$ cat config.mk
export PLATFORM = sky130hd
export DESIGN_NAME = ecc_correct_pipe_flat
export DESIGN_NICKNAME = d
export VERILOG_FILES = /design/src/rtl/ecc_correct_pipe_pkg.sv /design/src/rtl/ecc_correct_pipe_if.sv /design/src/rtl/ecc_correct_pipe_reg.sv /design/src/rtl/ecc_correct_pipe.sv /design/src/flat_wrapper.sv
export SDC_FILE = /design/constraint.sdc
export NUM_CORES = 1
export LEC_CHECK = 0
export BUFFER_PORTS_ARGS = -buffer_cell sky130_fd_sc_hd__buf_2
export CAP_MARGIN = 20
export CORE_MARGIN = 1
export CORE_UTILIZATION = 49
export CTS_CLUSTER_DIAMETER = 80
export DETAILED_ROUTE_END_ITERATION = 7
export PLACE_DENSITY = 0.78
export SYNTH_ARGS = -nofsm -noshare
export SYNTH_HDL_FRONTEND = slang
export SYNTH_SLANG_ARGS = --single-unit
$ cat constraint.sdc
create_clock -name clk -period 2.1 [get_ports clk]
set_input_delay 0.21 -clock clk [delete_from_list [all_inputs] [get_ports clk]]
set_output_delay 0.21 -clock clk [all_outputs]
set_load 0.005 [all_outputs]
$ cat src/rtl/ecc_correct_pipe_pkg.sv
// Shared decoder definitions: status encoding and default geometry for the
// correction stage.
package ecc_correct_pipe_pkg;

  typedef enum logic [1:0] {
    ST_NE = 2'b00,
    ST_CE = 2'b01,
    ST_UE = 2'b10
  } status_e;

  localparam int SYN_W       = 8;
  localparam int DEF_NUM_SYM = 8;
  localparam int DEF_CNT_W   = 16;

endpackage

$ cat src/rtl/ecc_correct_pipe_if.sv
// Upstream/downstream handshake bundle of the correction stage.
interface ecc_correct_pipe_if
  import ecc_correct_pipe_pkg::*;
#(
  parameter int NUM_SYM = DEF_NUM_SYM,
  parameter int SYM_W   = SYN_W
);

  logic                     in_valid;
  logic                     in_ready;
  logic [NUM_SYM*SYM_W-1:0] in_data;
  logic [SYN_W-1:0]         in_syn0;
  logic [SYN_W-1:0]         in_syn1;
  logic [7:0]               in_loc;
  logic                     out_valid;
  logic                     out_ready;
  logic [NUM_SYM*SYM_W-1:0] out_data;
  logic [1:0]               out_status;

  modport master (
    output in_valid, in_data, in_syn0, in_syn1, in_loc, out_ready,
    input  in_ready, out_valid, out_data, out_status
  );

  modport slave (
    input  in_valid, in_data, in_syn0, in_syn1, in_loc, out_ready,
    output in_ready, out_valid, out_data, out_status
  );

endinterface

$ cat src/rtl/ecc_correct_pipe_reg.sv
// Generic valid/ready register slice; full throughput, ready chains
// combinationally from the downstream side.
module ecc_pipe_reg #(
  parameter int W = 8
) (
  input  logic         clk,
  input  logic         rst_n,
  input  logic         in_valid,
  output logic         in_ready,
  input  logic [W-1:0] in_data,
  output logic         out_valid,
  input  logic         out_ready,
  output logic [W-1:0] out_data
);

  assign in_ready = !out_valid || out_ready;

  // Payload loads only with a valid word so the output holds across bubbles.
  always_ff @(posedge clk or negedge rst_n) begin
    if (!rst_n) begin
      out_valid <= 1'b0;
      out_data  <= '0;
    end else if (in_ready) begin
      out_valid <= in_valid;
      if (in_valid) out_data <= in_data;
    end
  end

endmodule

$ cat src/rtl/ecc_correct_pipe.sv
// Correction stage: classify NE/CE/UE, repair one symbol, two-slice output
// pipeline, saturating CE/UE event counters.
module ecc_correct_pipe
  import ecc_correct_pipe_pkg::*;
#(
  parameter int NUM_SYM = DEF_NUM_SYM,
  parameter int SYM_W   = SYN_W,
  parameter int CNT_W   = DEF_CNT_W
) (
  input  logic             clk,
  input  logic             rst_n,
  ecc_correct_pipe_if.slave bus,
  input  logic             cnt_clr,
  output logic [CNT_W-1:0] ce_count,
  output logic [CNT_W-1:0] ue_count
);

  localparam int DW = NUM_SYM * SYM_W;
  localparam int PW = DW + 2;

  status_e       cls;
  logic          loc_ok;
  logic [DW-1:0] fixed;
  logic [PW-1:0] s0_payload;
  logic [PW-1:0] s1_payload;
  logic [PW-1:0] s2_payload;
  logic          s1_valid;
  logic          s2_in_ready;
  logic          deliver;

  always_comb begin
    loc_ok = 32'(bus.in_loc) < NUM_SYM;
    cls    = ST_UE;
    if (bus.in_syn0 == '0 && bus.in_syn1 == '0) cls = ST_NE;
    else if (bus.in_syn0 != '0 && loc_ok)       cls = ST_CE;
    fixed = bus.in_data;
    for (int unsigned i = 0; i < NUM_SYM; i++) begin
      if (cls == ST_CE && bus.in_loc == 8'(i))
        fixed[i*SYM_W +: SYM_W] = bus.in_data[i*SYM_W +: SYM_W] ^ bus.in_syn0;
    end
    s0_payload = {cls, fixed};
  end

  ecc_pipe_reg #(.W(PW)) u_s1 (
    .clk       (clk),
    .rst_n     (rst_n),
    .in_valid  (bus.in_valid),
    .in_ready  (bus.in_ready),
    .in_data   (s0_payload),
    .out_valid (s1_valid),
    .out_ready (s2_in_ready),
    .out_data  (s1_payload)
  );

  ecc_pipe_reg #(.W(PW)) u_s2 (
    .clk       (clk),
    .rst_n     (rst_n),
    .in_valid  (s1_valid),
    .in_ready  (s2_in_ready),
    .in_data   (s1_payload),
    .out_valid (bus.out_valid),
    .out_ready (bus.out_ready),
    .out_data  (s2_payload)
  );

  assign bus.out_data   = s2_payload[DW-1:0];
  assign bus.out_status = s2_payload[DW+1:DW];
  assign deliver        = bus.out_valid && bus.out_ready;

  // Clear takes priority: a word delivered in the clear cycle is not counted.
  always_ff @(posedge clk or negedge rst_n) begin
    if (!rst_n) begin
      ce_count <= '0;
      ue_count <= '0;
    end else if (cnt_clr) begin
      ce_count <= '0;
      ue_count <= '0;
    end else if (deliver) begin
      if (bus.out_status == ST_CE && ce_count != '1) ce_count <= ce_count + 1'b1;
      if (bus.out_status == ST_UE && ue_count != '1) ue_count <= ue_count + 1'b1;
    end
  end

endmodule

$ cat src/flat_wrapper.sv
// flat-port wrapper written by rule: the top's interface ports become plain ports
module ecc_correct_pipe_flat import ecc_correct_pipe_pkg::*;
#(
  parameter int NUM_SYM = DEF_NUM_SYM,
  parameter int SYM_W   = SYN_W,
  parameter int CNT_W   = DEF_CNT_W
)
  (clk, rst_n, cnt_clr, ce_count, ue_count, bus_in_valid, bus_in_data, bus_in_syn0, bus_in_syn1, bus_in_loc, bus_out_ready, bus_in_ready, bus_out_valid, bus_out_data, bus_out_status);
  ecc_correct_pipe_if #(.NUM_SYM(NUM_SYM), .SYM_W(SYM_W)) bus_i ();
  input  logic clk;
  input  logic rst_n;
  input  logic cnt_clr;
  output logic [CNT_W-1:0] ce_count;
  output logic [CNT_W-1:0] ue_count;
  input wire logic [$bits(bus_i.in_valid)-1:0] bus_in_valid;
  input wire logic [$bits(bus_i.in_data)-1:0] bus_in_data;
  input wire logic [$bits(bus_i.in_syn0)-1:0] bus_in_syn0;
  input wire logic [$bits(bus_i.in_syn1)-1:0] bus_in_syn1;
  input wire logic [$bits(bus_i.in_loc)-1:0] bus_in_loc;
  input wire logic [$bits(bus_i.out_ready)-1:0] bus_out_ready;
  output wire logic [$bits(bus_i.in_ready)-1:0] bus_in_ready;
  output wire logic [$bits(bus_i.out_valid)-1:0] bus_out_valid;
  output wire logic [$bits(bus_i.out_data)-1:0] bus_out_data;
  output wire logic [$bits(bus_i.out_status)-1:0] bus_out_status;
  assign bus_i.in_valid = bus_in_valid;
  assign bus_i.in_data = bus_in_data;
  assign bus_i.in_syn0 = bus_in_syn0;
  assign bus_i.in_syn1 = bus_in_syn1;
  assign bus_i.in_loc = bus_in_loc;
  assign bus_i.out_ready = bus_out_ready;
  assign bus_in_ready = bus_i.in_ready;
  assign bus_out_valid = bus_i.out_valid;
  assign bus_out_data = bus_i.out_data;
  assign bus_out_status = bus_i.out_status;
  ecc_correct_pipe #(.NUM_SYM(NUM_SYM), .SYM_W(SYM_W), .CNT_W(CNT_W)) u_core (.clk(clk), .rst_n(rst_n), .bus(bus_i), .cnt_clr(cnt_clr), .ce_count(ce_count), .ue_count(ue_count));
endmodule
# Yosys cells after proc, flatten, opt, wreduce, memory -nomap -nowiden
# Cells that the tools add are included.
[op_classes]
eq_ne = 12
mul = 0
muxes = 16
n_reduce_logical = 28
n_lt_le_gt_ge = 1
shift = 0
div_mod_pow = 0
add_sub_neg = 2
bitwise_logic = 8
[ops]
columns = ["operator", "count"]
rows = [
  ["2-to-1 mux 16 bit", 6],
  ["2-to-1 mux 8 bit", 8],
  ["XOR 8 bit", 8],
  ["adder 16 x 1 -> 16 bit, second input constant", 2],
  ["== test 8 x 3 -> 1 bit, second input constant", 4],
  ["inequality test 16 bit, second input constant", 2],
  ["zero test 8 bit", 3],
  ["== test 8 x 2 -> 1 bit, second input constant", 2],
  ["logical AND 1 bit", 13],
  ["== test 8 x 1 -> 1 bit, second input constant", 1],
  ["less-than comparator 8 x 4 -> 1 bit, second input constant", 1],
  ["AND reduction 2 bit", 4],
  ["nonzero test 8 bit", 1],
  ["nonzero test 2 bit", 3],
  ["== test 2 x 1 -> 1 bit, second input constant", 2],
  ["2-to-1 mux 2 bit", 2],
  ["== test 2 bit, second input constant", 1],
  ["zero test 1 bit", 2],
  ["logical OR 1 bit", 2],
]
[totals]
ram_bits = 0
latch_bits = 0
input_bits = 93
reg_bits = 166
n_memories = 0
wordCells = 73
rom_bits = 0

# Logic depth before layout (Yosys ltp)
[logic_depth]
word_depth = 7
ltp_mapped = 6

# By module
# From an unflattened synthesis, not the netlist that was laid out.
[unflattened]
cells_unflattened = 647
area_unflattened_um2 = 8326.7
[modules_own_cells]
columns = ["mod", "area_each_um2", "instances", "cells_each", "seq_area_each_um2"]
rows = [
  ["ecc_pipe_reg", 2697.6, 2, 143, 1676.6],
  ["ecc_correct_pipe", 2931.6, 1, 361, 800.8],
]

# Least setup slack after synthesis
# OpenSTA, ideal clock, no wires.
[synth_timing]
path_type = "reg-to-reg"
start = "register u_core.u_s2.out_data[64]"
end = "register u_core.ue_count[15]"
n_path_buf = 1
stages_incl_launch_ff = 6
required_ns = 1.972
synth_period_minus_slack_ns = 2.024
arrival_ns = 1.896
path_slack_ns = 0.076
path_cell_list = "dfrtp_1 nand4b_2 or4b_1 buf_2 nor4_4 mux2_1"
[synth_between]
elab_chain_cells = 4
[synth_lines]
columns = ["element", "line", "rtl"]
rows = [
  ["start: declaration", "ecc_correct_pipe_reg.sv:13", "output logic [W-1:0] out_data"],
  ["start signal: assignment", "ecc_correct_pipe_reg.sv:25", "if (in_valid) out_data <= in_data;"],
  ["== test 2 bit", "ecc_correct_pipe.sv:80", "if (bus.out_status == ST_UE && ue_count != '1) ue_count <= ue_count + 1'b1;"],
  ["logical AND 1 bit", "ecc_correct_pipe.sv:80", ""],
  ["nonzero test 2 bit (no source line)", "-", ""],
  ["AND reduction 2 bit (no source line)", "-", ""],
  ["end signal: assignment", "ecc_correct_pipe.sv:80", ""],
  ["end: declaration", "ecc_correct_pipe.sv:15", "output logic [CNT_W-1:0] ue_count"],
]
# Every way passes these cells.
# A chain may end at the register's enable or synchronous reset.

# Worst setup path in the final report
[layout_timing]
start = "register u_core.ue_count[2]"
end = "register u_core.ue_count[15]"
[layout_between]
elab_chain_cells = 4
word_cells_on_any_way = 8
[layout_lines]
columns = ["element", "line"]
rows = [
  ["adder 16 x 1 -> 16 bit / inequality test 16 bit (equally long branches)", "ecc_correct_pipe.sv:80"],
  ["2-to-1 mux 16 bit / logical AND 1 bit (equally long branches)", "ecc_correct_pipe.sv:80"],
  ["2-to-1 mux 16 bit / nonzero test 2 bit (equally long branches)", "-"],
  ["2-to-1 mux 16 bit / AND reduction 2 bit (equally long branches)", "-"],
]
# Parallel ways exist; a longest one is shown, timed or not. The select of a mux whose other input is x is not followed.

==> results.txt <==
STA puts the critical path data required time at 2.40 ns. In this run the critical register-to-register path is captured at u_core.ue_count[15]. The setup check on the worst reg-to-reg path leaves a slack of 0.15 ns.

Setup repair after global routing left no endpoint under its margin. The tools report the number of pins with negative max-slew slack in the final report as 0. Sum of internal, switching and leakage power: 8.37 mW. After detailed routing, the wire length on met1 is 8290 um. After detailed placement, the design holds a cell count of 1107. Clock latency on the worst-skew pair, taken at its later pin, is 0.42 ns. The signal on the critical path passes through and3_1 > or4b_1 > nor4_4 > mux2_1. Timing analysis after detailed placement gives a worst setup slack of 0.116 ns.

The detailed router used layers up to and including met4. Buffers added to address setup during post-CTS repair amount to 0. The run gives 0.0344 ns as the post-route worst hold slack. The most used flip-flop cell after synthesis is sky130_fd_sc_hd__dfrtp_1.

The total power divided by cell area is 852 nW/um^2. Once layout is complete, the cells apart from fillers number 1141. The proportion of register bits with asynchronous set or reset after synthesis came out at 1.00. At the end of routability-driven placement, the weighted congestion stood at 0.913. The via count of the first global-routing pass was 6177; the post-synthesis sequential area ratio was 0.527. After layout, the minimum clock period comes to 1.95 ns. The routed layout has 6281 vias. Sum of overflow across all layers after global routing: 0. The synthesized design contains 0 enable-type register cells.

CTS placed an instance of sky130_fd_sc_hd__clkbuf_16 at the clock tree root. For the setup slack after layout, the log shows 0.153 ns. Counting instances in the post-synthesis netlist gives the leading cell types as sky130_fd_sc_hd__dfrtp_1, sky130_fd_sc_hd__nand2_1, sky130_fd_sc_hd__o21ai_0.

The synthesized netlist occupies a cell area of 7880 sq um. The vertical die dimension is 129 um, and the total nets after synthesis is 827. The share of cells above drive strength 1 is 0.356. The logs give 16600 sq um for the overall die area and 0 for the remaining antenna violation count after routing. The core area was 15400 sq um; the slew at the pin closest to its max-slew limit was 1.09 ns.

Post-detailed-routing wire length: 19600 um. The post-synthesis cell type with the largest combined area was sky130_fd_sc_hd__dfrtp_1. TritonCTS built the clock tree. The worst-case IR drop observed on VDD is 555 uV. Global routing usage summed across all routing layers: 0.248. The tools report the worst min-delay path startpoint as bus_in_valid. The initialized floorplan defines 45 standard-cell rows. The post-detailed-route via-to-cell ratio came out at 5.50. The upper clock frequency limit was 514 MHz.

After filler insertion, the fill cell instance count of the layout stands at 1257. The H-tree was split into 4 levels. The first detailed-routing pass ran for 5 iterations. The CTS sink count was 166; the initial core utilization was 0.511.

For this block, the initial DRC count from the detailed router was 368. Area share of the leading cell type in the synthesized netlist: 0.527. The worst setup path is launched from a register. The sequential cells in the finished layout cover a total of 4150 sq um. Dividing the synthesized area by the synthesized cell count gives 10.8 sq um. The number of antenna violations at the first check in global routing was 2. The endpoint type of the worst setup path is a register. For the final routed database, the setup TNS stands at 0 ns. In this run the critical register-to-register path is launched from u_core.ue_count[2]. The run gives 9830 sq um as the post-layout instance area. The share of the clock period used by the worst path works out to 0.927. Counting along the longest clock path gives a buffer depth of 2. Measured along the x axis, the die boundary spans 129 um.

The number of instances in the synthesized netlist was 732; the number of ports placed on the die boundary was 193. The core utilization of the finished layout is 0.637, and the standard cell area after detailed placement is 9230 sq um. The layout net count came out at 1011.

Number of endpoints with negative hold slack in the final report: 0. The number of port buffers was 192; the number of flip-flops and latches in the synthesized netlist was 166. The worst slew slack as a fraction of its limit is 0.269. For the HPWL after detailed placement, the log shows 13700 um. On the worst path, the slowest cell contributes a delay of 0.51 ns. The critical path in this run is classified as register to register. The worst hold path belongs to the class input pin to register. Among all cell types in the netlist, the one instantiated most often is sky130_fd_sc_hd__dfrtp_1.

The worst clock skew was 0.00941 ns; the number of stages on the worst hold path was 2. Wire segments on met3 add up to 1530 um in the final route. In the post-synthesis netlist, the biggest area contributors are sky130_fd_sc_hd__dfrtp_1, sky130_fd_sc_hd__mux2_2, sky130_fd_sc_hd__xor2_1. The largest fanout on the critical path was 7.

The clock buffer count from CTS came out at 17. The flow ran to the end, and the final reports show no timing, DRC or antenna violations. Setup violations remaining at the end of the flow were counted as 0. Across the run, the number of max-cap violations was 0.

The number of design rule violations left after detail routing is 0, and the post-CTS clock slew at the launch and capture registers of the worst setup and hold paths is 0.06 ns. Yosys printed 0 warnings. The logs give 48 for the number of distinct library cells after synthesis and 9480 um for the met2 wire length. The largest net degree at the start of global routing is 66, and the arrival time at the worst endpoint is 2.24 ns. After detailed routing, the average wire length per cell comes to 17.2 um. The wire length of the first global-routing pass was 31600 um; the area occupied by multi-input gates was 3500 sq um. Compared with the post-synthesis result, the final layout area differs by 24.7%.

The path with the worst hold slack has its endpoint at u_core.u_s1.out_valid. The analysis attributes to cell leakage a power of 4.43 nW. The slowest stage of the critical path is the sky130_fd_sc_hd__or4b_1 cell. The number of cell instances on the worst register-to-register path was 4.
repair_timing:
item                                    in CTS  in global routing
hold endpoints to repair                    59                  0
hold buffers                                 1                  0
resized for setup                            0                  2
endpoints found under the setup margin       0                  3
metal layers:
metal / vias to the layer above / GRT usage
met3: 23 / 0.0686
li1: 2969 / -
met1: 3046 / 0.317
met5: - / 0
met2: 243 / 0.409
met4: 0 / 0.0837
cell families (layout without fill, tap and decap cells):
family | after synthesis | in the layout | share of synthesized area
adder cells (fa/ha/maj) | 2 | 2 | 0.00317
flip-flops | 166 | 166 | 0.527
AO/OA/AOI/OAI | 122 | 122 | 0.0876
buffers and inverters | 65 | 261 | 0.0325
multiplexers | 71 | 71 | 0.101
other | 0 | 2 | 0
AND/OR/NAND/NOR | 242 | 242 | 0.177
XOR/XNOR | 64 | 64 | 0.0711
how the worst max path moves through the flow:
| stage | depth (start not counted) | from | slack (ns) | end |
|---|---|---|---|---|
| 2_1_floorplan | 5 | u_core.u_s2.out_data[64] | 0.08 | u_core.ue_count[15] |
| 3_3_place_gp | 5 | u_core.ue_count[0] | 0.18 | u_core.ue_count[14] |
| 3_5_place_dp | 5 | u_core.ue_count[0] | 0.12 | u_core.ue_count[14] |
| 4_1_cts | 5 | u_core.ue_count[0] | 0.1 | u_core.ue_count[14] |
| 5_1_grt | 5 | u_core.ue_count[0] | 0.02 | u_core.ue_count[14] |
| 6_report | 4 | u_core.ue_count[2] | 0.15 | u_core.ue_count[15] |
critical path, delay by kind of cell, from the launching register on:
| kind | cells | cell delay, ns |
|---|---|---|
| multiplexers | 1 | 0.34 |
| flip-flops | 1 | 0.46 |
| AND/OR/NAND/NOR | 3 | 1.02 |
placed cells by master (no fill, tap or decap), types with 17 or more instances in the layout:
cell type / n
sky130_fd_sc_hd__o21ai_0: 78
sky130_fd_sc_hd__buf_2: 191
sky130_fd_sc_hd__nand4b_1: 17
sky130_fd_sc_hd__buf_4: 19
sky130_fd_sc_hd__nand2_1: 80
sky130_fd_sc_hd__dfrtp_1: 166
sky130_fd_sc_hd__clkbuf_16: 17
sky130_fd_sc_hd__nand3_1: 56
sky130_fd_sc_hd__mux2_2: 68
sky130_fd_sc_hd__xor2_1: 64
sky130_fd_sc_hd__a21oi_1: 19
flip-flops by register name, summed over array words and instances, names as in the netlist:
| signal | flops |
|---|---|
| u_core.u_s1.out_data | 66 |
| u_core.ue_count | 16 |
| u_core.u_s2.out_valid | 1 |
| u_core.u_s2.out_data | 66 |
| u_core.ce_count | 16 |
| u_core.u_s1.out_valid | 1 |
layout make-up:
| class | instances | share of cell area |
|---|---|---|
| flip-flops and latches | 166 | 0.423 |
| repair buffers | 220 | 0.130 |
| multi-input cells | 501 | 0.356 |
| clock inverters | 10 | 0.0126 |
| well taps | 211 | 0.0269 |
| clock buffers | 21 | 0.0468 |
| diodes | 2 | 0.000509 |
| inverters | 10 | 0.00382 |
report_power, final:
| group | switching, mW | internal, mW |
|---|---|---|
| Clock | 1.27 | 1.82 |
| Combinational | 0.654 | 0.697 |
| Sequential | 0.253 | 3.68 |
Power figures use the tool's default switching activity.
